`src/rtl/pulse_divider_if.sv`:
```
// Control/status bundle for one pulse_divider stage.
// The master drives the strobes and divisor; the slave returns pulse and status.
interface pulse_divider_if #(
  parameter int WIDTH = 8
);
  logic             pulseIn;
  logic             start;
  logic             stop;
  logic             oneShot;
  logic             load;
  logic [WIDTH-1:0] divIn;
  logic             pulseOut;
  logic             busy;
  logic [WIDTH-1:0] count;

  modport master (
    output pulseIn, start, stop,
    output oneShot, load, divIn,
    input  pulseOut, busy, count
  );

  modport slave (
    input  pulseIn, start, stop,
    input  oneShot, load, divIn,
    output pulseOut, busy, count
  );
endinterface

```
`src/rtl/pulse_divider.sv`:
```
// Programmable pulse divider for the LED matrix timing chain.
// Emits a one-clock pulse every div qualifying cycles; cascadable.
module pulse_divider #(
  parameter int WIDTH       = 8,
  parameter int DEFAULT_DIV = 10
) (
  input  logic            clk,
  input  logic            rst,
  pulse_divider_if.slave  bus
);
  localparam logic [0:0] IDLE = 1'b0;
  localparam logic [0:0] RUN  = 1'b1;

  localparam logic [WIDTH-1:0] ONE = WIDTH'(1);
  localparam logic [WIDTH-1:0] DEF = WIDTH'(DEFAULT_DIV);

  logic [0:0]       state_q, state_d;
  logic [WIDTH-1:0] count_q, count_d;
  logic [WIDTH-1:0] div_q, div_d;
  logic             mode_q, mode_d;
  logic             pulse_q, pulse_d;
  logic             term;

  assign term = (count_q == div_q - ONE);

  always_comb begin
    state_d = state_q;
    count_d = count_q;
    div_d   = div_q;
    mode_d  = mode_q;
    pulse_d = 1'b0;
    if (bus.stop) begin
      state_d = IDLE;
    end else if (bus.load || bus.start) begin
      count_d = '0;
      if (bus.load)
        div_d = (bus.divIn == '0) ? ONE : bus.divIn;
      if (bus.start) begin
        state_d = RUN;
        mode_d  = bus.oneShot;
      end
    end else if (state_q == RUN && bus.pulseIn) begin
      if (term) begin
        count_d = '0;
        pulse_d = 1'b1;
        if (mode_q)
          state_d = IDLE;
      end else begin
        count_d = count_q + ONE;
      end
    end
  end

  always_ff @(posedge clk or negedge rst) begin
    if (!rst) begin
      state_q <= IDLE;
      count_q <= '0;
      div_q   <= DEF;
      mode_q  <= 1'b0;
      pulse_q <= 1'b0;
    end else begin
      state_q <= state_d;
      count_q <= count_d;
      div_q   <= div_d;
      mode_q  <= mode_d;
      pulse_q <= pulse_d;
    end
  end

  assign bus.pulseOut = pulse_q;
  assign bus.busy     = (state_q == RUN);
  assign bus.count    = count_q;
endmodule
```
`src/flat_wrapper.sv`:
```
// flat-port wrapper written by rule: the top's interface ports become plain ports
module pulse_divider_flat 
#(
  parameter int WIDTH       = 8,
  parameter int DEFAULT_DIV = 10
)
  (clk, rst, bus_pulseIn, bus_start, bus_stop, bus_oneShot, bus_load, bus_divIn, bus_pulseOut, bus_busy, bus_count);
  pulse_divider_if #(.WIDTH(WIDTH)) bus_i ();
  input  logic clk;
  input  logic rst;
  input wire logic [$bits(bus_i.pulseIn)-1:0] bus_pulseIn;
  input wire logic [$bits(bus_i.start)-1:0] bus_start;
  input wire logic [$bits(bus_i.stop)-1:0] bus_stop;
  input wire logic [$bits(bus_i.oneShot)-1:0] bus_oneShot;
  input wire logic [$bits(bus_i.load)-1:0] bus_load;
  input wire logic [$bits(bus_i.divIn)-1:0] bus_divIn;
  output wire logic [$bits(bus_i.pulseOut)-1:0] bus_pulseOut;
  output wire logic [$bits(bus_i.busy)-1:0] bus_busy;
  output wire logic [$bits(bus_i.count)-1:0] bus_count;
  assign bus_i.pulseIn = bus_pulseIn;
  assign bus_i.start = bus_start;
  assign bus_i.stop = bus_stop;
  assign bus_i.oneShot = bus_oneShot;
  assign bus_i.load = bus_load;
  assign bus_i.divIn = bus_divIn;
  assign bus_pulseOut = bus_i.pulseOut;
  assign bus_busy = bus_i.busy;
  assign bus_count = bus_i.count;
  pulse_divider #(.WIDTH(WIDTH), .DEFAULT_DIV(DEFAULT_DIV)) u_core (.clk(clk), .rst(rst), .bus(bus_i));
endmodule
```
`config.mk`:
```
export PLATFORM = sky130hd
export DESIGN_NAME = pulse_divider_flat
export DESIGN_NICKNAME = d
export VERILOG_FILES = /design/src/rtl/pulse_divider_if.sv /design/src/rtl/pulse_divider.sv /design/src/flat_wrapper.sv
export SDC_FILE = /design/constraint.sdc
export NUM_CORES = 1
export LEC_CHECK = 0
export BUFFER_PORTS_ARGS = -buffer_cell sky130_fd_sc_hd__buf_2
export CORE_MARGIN = 5
export CORE_UTILIZATION = 52
export CTS_CLUSTER_SIZE = 28
export DETAILED_ROUTE_END_ITERATION = 16
export PLACE_DENSITY = 0.87
export SETUP_SLACK_MARGIN = 0.1
export SKIP_CTS_REPAIR_TIMING = 1
export SYNTH_ARGS = -nofsm -noshare
export SYNTH_HDL_FRONTEND = slang
export SYNTH_SLANG_ARGS = --single-unit
export TNS_END_PERCENT = 1
```
`constraint.sdc`:
```
create_clock -name clk -period 3.1 [get_ports clk]
set_input_delay 0.31 -clock clk [delete_from_list [all_inputs] [get_ports clk]]
set_output_delay 0.31 -clock clk [all_outputs]
set_load 0.03 [all_outputs]
```
==> results.yml, run 1 <==
critical_path:
  cp_slowest_cell: "or4_4"
  reg2reg_to: "u_core.bus.count[5]"
  crit_fanout: 8
  crit_start: "u_core.div_q[2]"
  startpoint_type: "flip-flop"
  r2r_slack_ns: 0.22
  critPathArrivalTime_ns: 3.07
  rr_startpoint: "u_core.div_q[2]"
  cpPeakStageDelay_ns: 0.53
  reg2reg_depth: 6
  worstSetupPathType: "reg -> reg"
  cp-end-kind: "flip-flop"
  crit_required_ns: 3.29
  crit_chain: "or3_4 > o31a_1 > or4_4 > a2111oi_4 > nor2b_2 > a221o_1"
floorplanning:
  coreArea_mm2: 0.00200
  initial_core_util_pct: 56.1
  io_pins: 25
  die_w_um: 56.5
  die-height_um: 56.5
  num_rows: 16
  die-area_mm2: 0.00319
flow_run:
  drv_cap: 0
clocking:
  cts_sinks: 19
  cts_tree: "built"
  cts.path.max_buffers: 2
  insertion_delay_ns: 0.30
  cts.htree.levels: 1
  numCtsBuffers: 3
  clk_pin_slew_ns: 0.11
  root_buffer: "clkbuf_4"
pwr:
  p_leak_nw: 0.625
  powerDensity_mw_per_mm2: 397
  totalPowerFinal_mw: 0.528
  vdd_drop_max_mv: 0.294
synth:
  synth_edf_count: 0
  ys_seq_elements: 19
  synth.distinct_cells: 35
  postSynthCellCount: 107
  ys_warn_count: 0
  syn-cell-area_mm2: 0.00112
  ys_async_sr_fraction_pct: 100
  synth_ff_type: "dfrtp_1"
  syn_avg_cell_area_um2: 10.5
  synth_nets: 124
  ys_seq_area_share_pct: 42.6
timing:
  drv_slew: 0
  finalCritPeriodShare_pct: 92.8
  fmax_ghz: 0.347
  tightest_slew_ns: 0.463
  relSlewSlack_pct: 69.1
  fin_tns_setup_ns: 0
  final-setup-viol-count: 0
  worst_clock_skew_ns: 0.00647
  rsz0062_at_grt: "no"
  finalCriticalPeriod_ns: 2.88
  hold_violations: 0
  fin_ws_ns: 0.222
route:
  drt_first_iter_violations: 6
  first_pass_iters: 4
  final_antenna_net_count: 0
  vias_per_cell: 5.85
  finalWirelength_mm: 2.53
  num_vias: 960
  wl_per_cell_um: 15.4
  drcViolationCount: 0
hold_path:
  worstHoldPathCells: 2
  min_from: "bus_pulseIn"
  hold_end: "u_core.bus.busy"
  min_path_type: "in -> reg"
cells_and_area:
  antenna_cells: 0
  nets: 155
  multiInputGateArea_um2: 636
  drive_gt1_share_pct: 34.3
  layout_commonest_cell: "buf_2"
  num-fill-cells: 158
  regArea_um2: 478
  syn_to_final_growth_pct: 18.5
  final_cell_mix: "24 x buf_2, 17 x dfrtp_1, 12 x nor2_1"
grt:
  globalRouteTotalUtil_pct: 17.2
  grt_pass1_vias: 993
  antenna_found_initial: 0
  overflow: 0
  grt_max_degree: 20
  grt_first_pass_wirelength_mm: 4.42
placed_design:
  hpwl_mm: 1.86
  gp_congestion: 0.855
  portBuffers: 24
  dp_slack_ns: 0.312
run_status:
  status: "complete, no violations"
worst max-delay path: cells and delay by family, from the launching register on:
kind | cells | cell delay [ns]
compound gates | 3 | 1.15
simple gates | 3 | 1.13
flops | 1 | 0.48
metal layers:
layer  global-route usage, %  part of all wire, %  routed length (um)
met1                    23.1                   44                1120
met3                    2.29                  4.6                 117
met2                    28.5                   50                1260
met4                    5.42                 0.99                  25
met5                       0                    0                   0
power by group:
group / total, mW / switching [mW] / leakage (nW) / internal, mW
sequential: 0.296 / 0.0262 / 0.240 / 0.269
combinational: 0.105 / 0.0517 / 0.369 / 0.0537
clock: 0.127 / 0.0763 / 0.0150 / 0.0502
total: 0.528 / 0.154 / 0.625 / 0.373
flip-flops by register name, indices dropped and copies added (netlist names):
name                 count
u_core.bus.count         8
u_core.mode_q            1
u_core.bus.busy          1
u_core.bus.pulseOut      1
u_core.div_q             8
worst max-delay path by stage:
stage,end,slack [ns]
global route,u_core.bus.count[5],0.13
detailed placement,u_core.bus.count[5],0.31
global placement,u_core.bus.count[4],0.32
floorplan,u_core.bus.count[3],0.42
finish,u_core.bus.count[5],0.22
CTS,u_core.bus.count[5],0.26
stage by stage:
stage	instances	instance area [um2]	hold WS (ns)	util, %
final	164	1330	0.216	66.4
after global routing	164	1330	0.237	66.4
after CTS	163	1310	-0.0625	65.6
after detailed placement	159	1290	0.271	64.3
after global placement	159	1290	0.264	64.3
after floorplan	107	1120	0.0144	-
synthesized netlist by cell type, types with 2 or more instances:
library cell	count	share of area, %
dfrtp_1	17	38
or2_2	2	1.1
xor2_1	6	4.7
a21oi_1	2	0.89
nor2_1	12	4.0
mux2_2	9	9.0
a21o_1	2	1.3
nand2_1	4	1.3
nand3_1	8	3.6
nor3_1	4	1.8
a211oi_1	2	1.3
dfstp_2	2	4.7
nor4_1	3	1.7
inv_1	3	1.0
xnor2_1	5	3.9
a22o_1	2	1.6
nand3b_1	2	1.3
a221o_1	4	3.6
ha_1	2	2.2
kinds of logic after synthesis:
group / after synthesis / synth area share, %
multiplexers: 9 / 9.03
XOR/XNOR: 11 / 8.58
AO/OA/AOI/OAI: 17 / 14.0
AND/OR/NAND/NOR: 45 / 22.2
flip-flops: 19 / 42.6
adder cells (fa/ha/maj): 2 / 2.23
buffers and inverters: 4 / 1.34
area by class of cell:
cell class / count / area share, %
multi-input cells: 84 / 47.8
inverters: 3 / 0.847
well taps: 27 / 2.54
clock buffers: 4 / 1.98
repair buffers: 27 / 10.9
flip-flops and latches: 19 / 35.9
No activity file was read; power rests on OpenSTA's default activity.
==> run 2: changes to the inputs <==
--- a/config.mk
+++ b/config.mk
@@ -7,10 +7,10 @@
 export LEC_CHECK = 0
 export BUFFER_PORTS_ARGS = -buffer_cell sky130_fd_sc_hd__buf_2
 export CORE_MARGIN = 5
-export CORE_UTILIZATION = 52
+export CORE_UTILIZATION = 47
 export CTS_CLUSTER_SIZE = 28
 export DETAILED_ROUTE_END_ITERATION = 16
-export PLACE_DENSITY = 0.87
+export PLACE_DENSITY = 0.84
 export SETUP_SLACK_MARGIN = 0.1
 export SKIP_CTS_REPAIR_TIMING = 1
 export SYNTH_ARGS = -nofsm -noshare
==> constraint.sdc (replaced) <==
create_clock -name clk -period 2.5 [get_ports clk]
set_input_delay 0.25 -clock clk [delete_from_list [all_inputs] [get_ports clk]]
set_output_delay 0.25 -clock clk [all_outputs]
set_load 0.03 [all_outputs]
==> run 2 against run 1 <==
Effect of this change:
- the flow now finishes with violations (negative setup slack)
- clock power up 24%
- register-to-register slack got worse by 0.29 ns
- design area is 7.8% higher
- flip-flop and latch count did not move
- worst setup slack worse by 0.29 ns
- utilization fell by 2.8 points
- critical path type unchanged
- critical endpoint is now u_core.bus.count[3]
- highest routed layer unchanged
==> results.yml, run 2 (synthesis results as in run 1) <==
run_status:
  status: "finished with violations"
  violations: "negative setup slack"
cells_and_area:
  num-fill-cells: 205
  drive_gt1_share_pct: 42.9
  syn_to_final_growth_pct: 27.8
  antenna_cells: 0
  multiInputGateArea_um2: 662
  regArea_um2: 478
  instances_no_fill: 175
  layout_commonest_cell: "buf_2"
  final_cell_mix: "24 x buf_2, 17 x dfrtp_1, 12 x buf_4"
  nets: 165
grt:
  globalRouteTotalUtil_pct: 16.8
  grt_first_pass_wirelength_mm: 4.49
  antenna_found_initial: 0
  grt_pass1_vias: 1018
  overflow: 0
  grt_max_degree: 20
placed_design:
  hpwl_mm: 2.02
  dp_slack_ns: -0.0481
  portBuffers: 24
  gp_congestion: 0.765
  dp.cells: 168
timing:
  fmax_ghz: 0.390
  tightest_slew_ns: 0.427
  hold_violations: 0
  rsz0062_at_grt: "yes"
  fin_tns_setup_ns: -0.265
  worst_clock_skew_ns: 0.00740
  relSlewSlack_pct: 71.5
  finalCritPeriodShare_pct: 103
  fin_ws_ns: -0.0664
  finalCriticalPeriod_ns: 2.57
  whs_ns: 0.141
  final-setup-viol-count: 6
  drv_slew: 0
floorplanning:
  die_w_um: 58.9
  io_pins: 25
  num_rows: 17
  coreArea_mm2: 0.00225
  die-height_um: 58.9
  initial_core_util_pct: 49.8
  die-area_mm2: 0.00347
critical_path:
  crit_required_ns: 2.69
  cpPeakStageDelay_ns: 0.55
  path_depth: 9
  worstSetupPathType: "reg -> reg"
  cp_slowest_cell: "dfstp_2"
  crit_chain: "inv_2 > ha_4 > nor4b_4 > xnor2_1 > or4_4 > a2111oi_4 > buf_4 > nor2_2 > a221o_1"
  crit_fanout: 4
  critPathArrivalTime_ns: 2.76
  reg2reg_depth: 9
  critical_path_buf_inv_count: 2
  startpoint_type: "flip-flop"
  cp-end-kind: "flip-flop"
  cp_top_family: "compound AO/OA/AOI/OAI gates"
clocking:
  cts_tree: "built"
  root_buffer: "clkbuf_4"
  cts_sinks: 19
  cts.htree.levels: 1
  clk_pin_slew_ns: 0.12
  numCtsBuffers: 3
  cts.path.max_buffers: 2
  insertion_delay_ns: 0.30
route:
  drt_first_iter_violations: 14
  finalWirelength_mm: 2.75
  wl_per_cell_um: 15.7
  final_antenna_net_count: 0
  drcViolationCount: 0
  num_vias: 976
  first_pass_iters: 4
  vias_per_cell: 5.58
pwr:
  totalPowerFinal_mw: 0.692
  powerDensity_mw_per_mm2: 483
  vdd_drop_max_mv: 0.417
  p_switching_mw: 0.208
  netSwitchingFraction_pct: 30.0
  p_clk_share_pct: 22.8
  seqPwrFrac_pct: 50.5
  p_leak_nw: 0.677
  p_comb_share_pct: 26.7
  p_int_mw: 0.485
hold_path:
  min_path_type: "in -> reg"
  worstHoldPathCells: 2
flow_run:
  drv_cap: 0
==> run 2: worst paths after layout <==
check                                start                   to  slack (ns)
setup / recovery           u_core.div_q[1]  u_core.bus.count[3]       -0.07
hold / removal                 bus_pulseIn      u_core.bus.busy        0.14
setup reg to reg           u_core.div_q[1]  u_core.bus.count[3]       -0.07
hold reg to reg              u_core.mode_q      u_core.bus.busy        0.49
max in group asynchronous              rst      u_core.div_q[1]        1.77
min in group asynchronous              rst        u_core.mode_q        0.40
==> run 2: stage by stage <==
step,cell area [um2],util (%)
global placement,1350,59.8
finish,1430,63.6
floorplan,1120,-
global route,1430,63.6
detailed placement,1350,59.8
CTS,1380,61.0
==> run 2: power groups by stage <==
stage	logic (mW)	clock network, mW	registers, mW
final	0.185	0.158	0.350
after global routing	0.202	0.181	0.354
after detailed placement	0.169	0	0.355
after global placement	0.162	0	0.353
after CTS	0.171	0.160	0.349
after floorplan	0.0916	0	0.365
==> run 2: cell type report <==
cell class                      count  area share [%]
Multi-Input combinational cell     84            46.2
Sequential cell                    19            33.3
Timing Repair Buffer               37            15.4
Tap cell                           28            2.44
Clock buffer                        3            1.57
Inverter                            3           0.785
Clock inverter                      1           0.349
==> run 2: per-layer routing <==
layer	global-route usage, %	part of all wire, %
met3	4.17	4.5
met2	29.0	50
met1	20.8	45
met5	0	0
met4	4.53	1.1
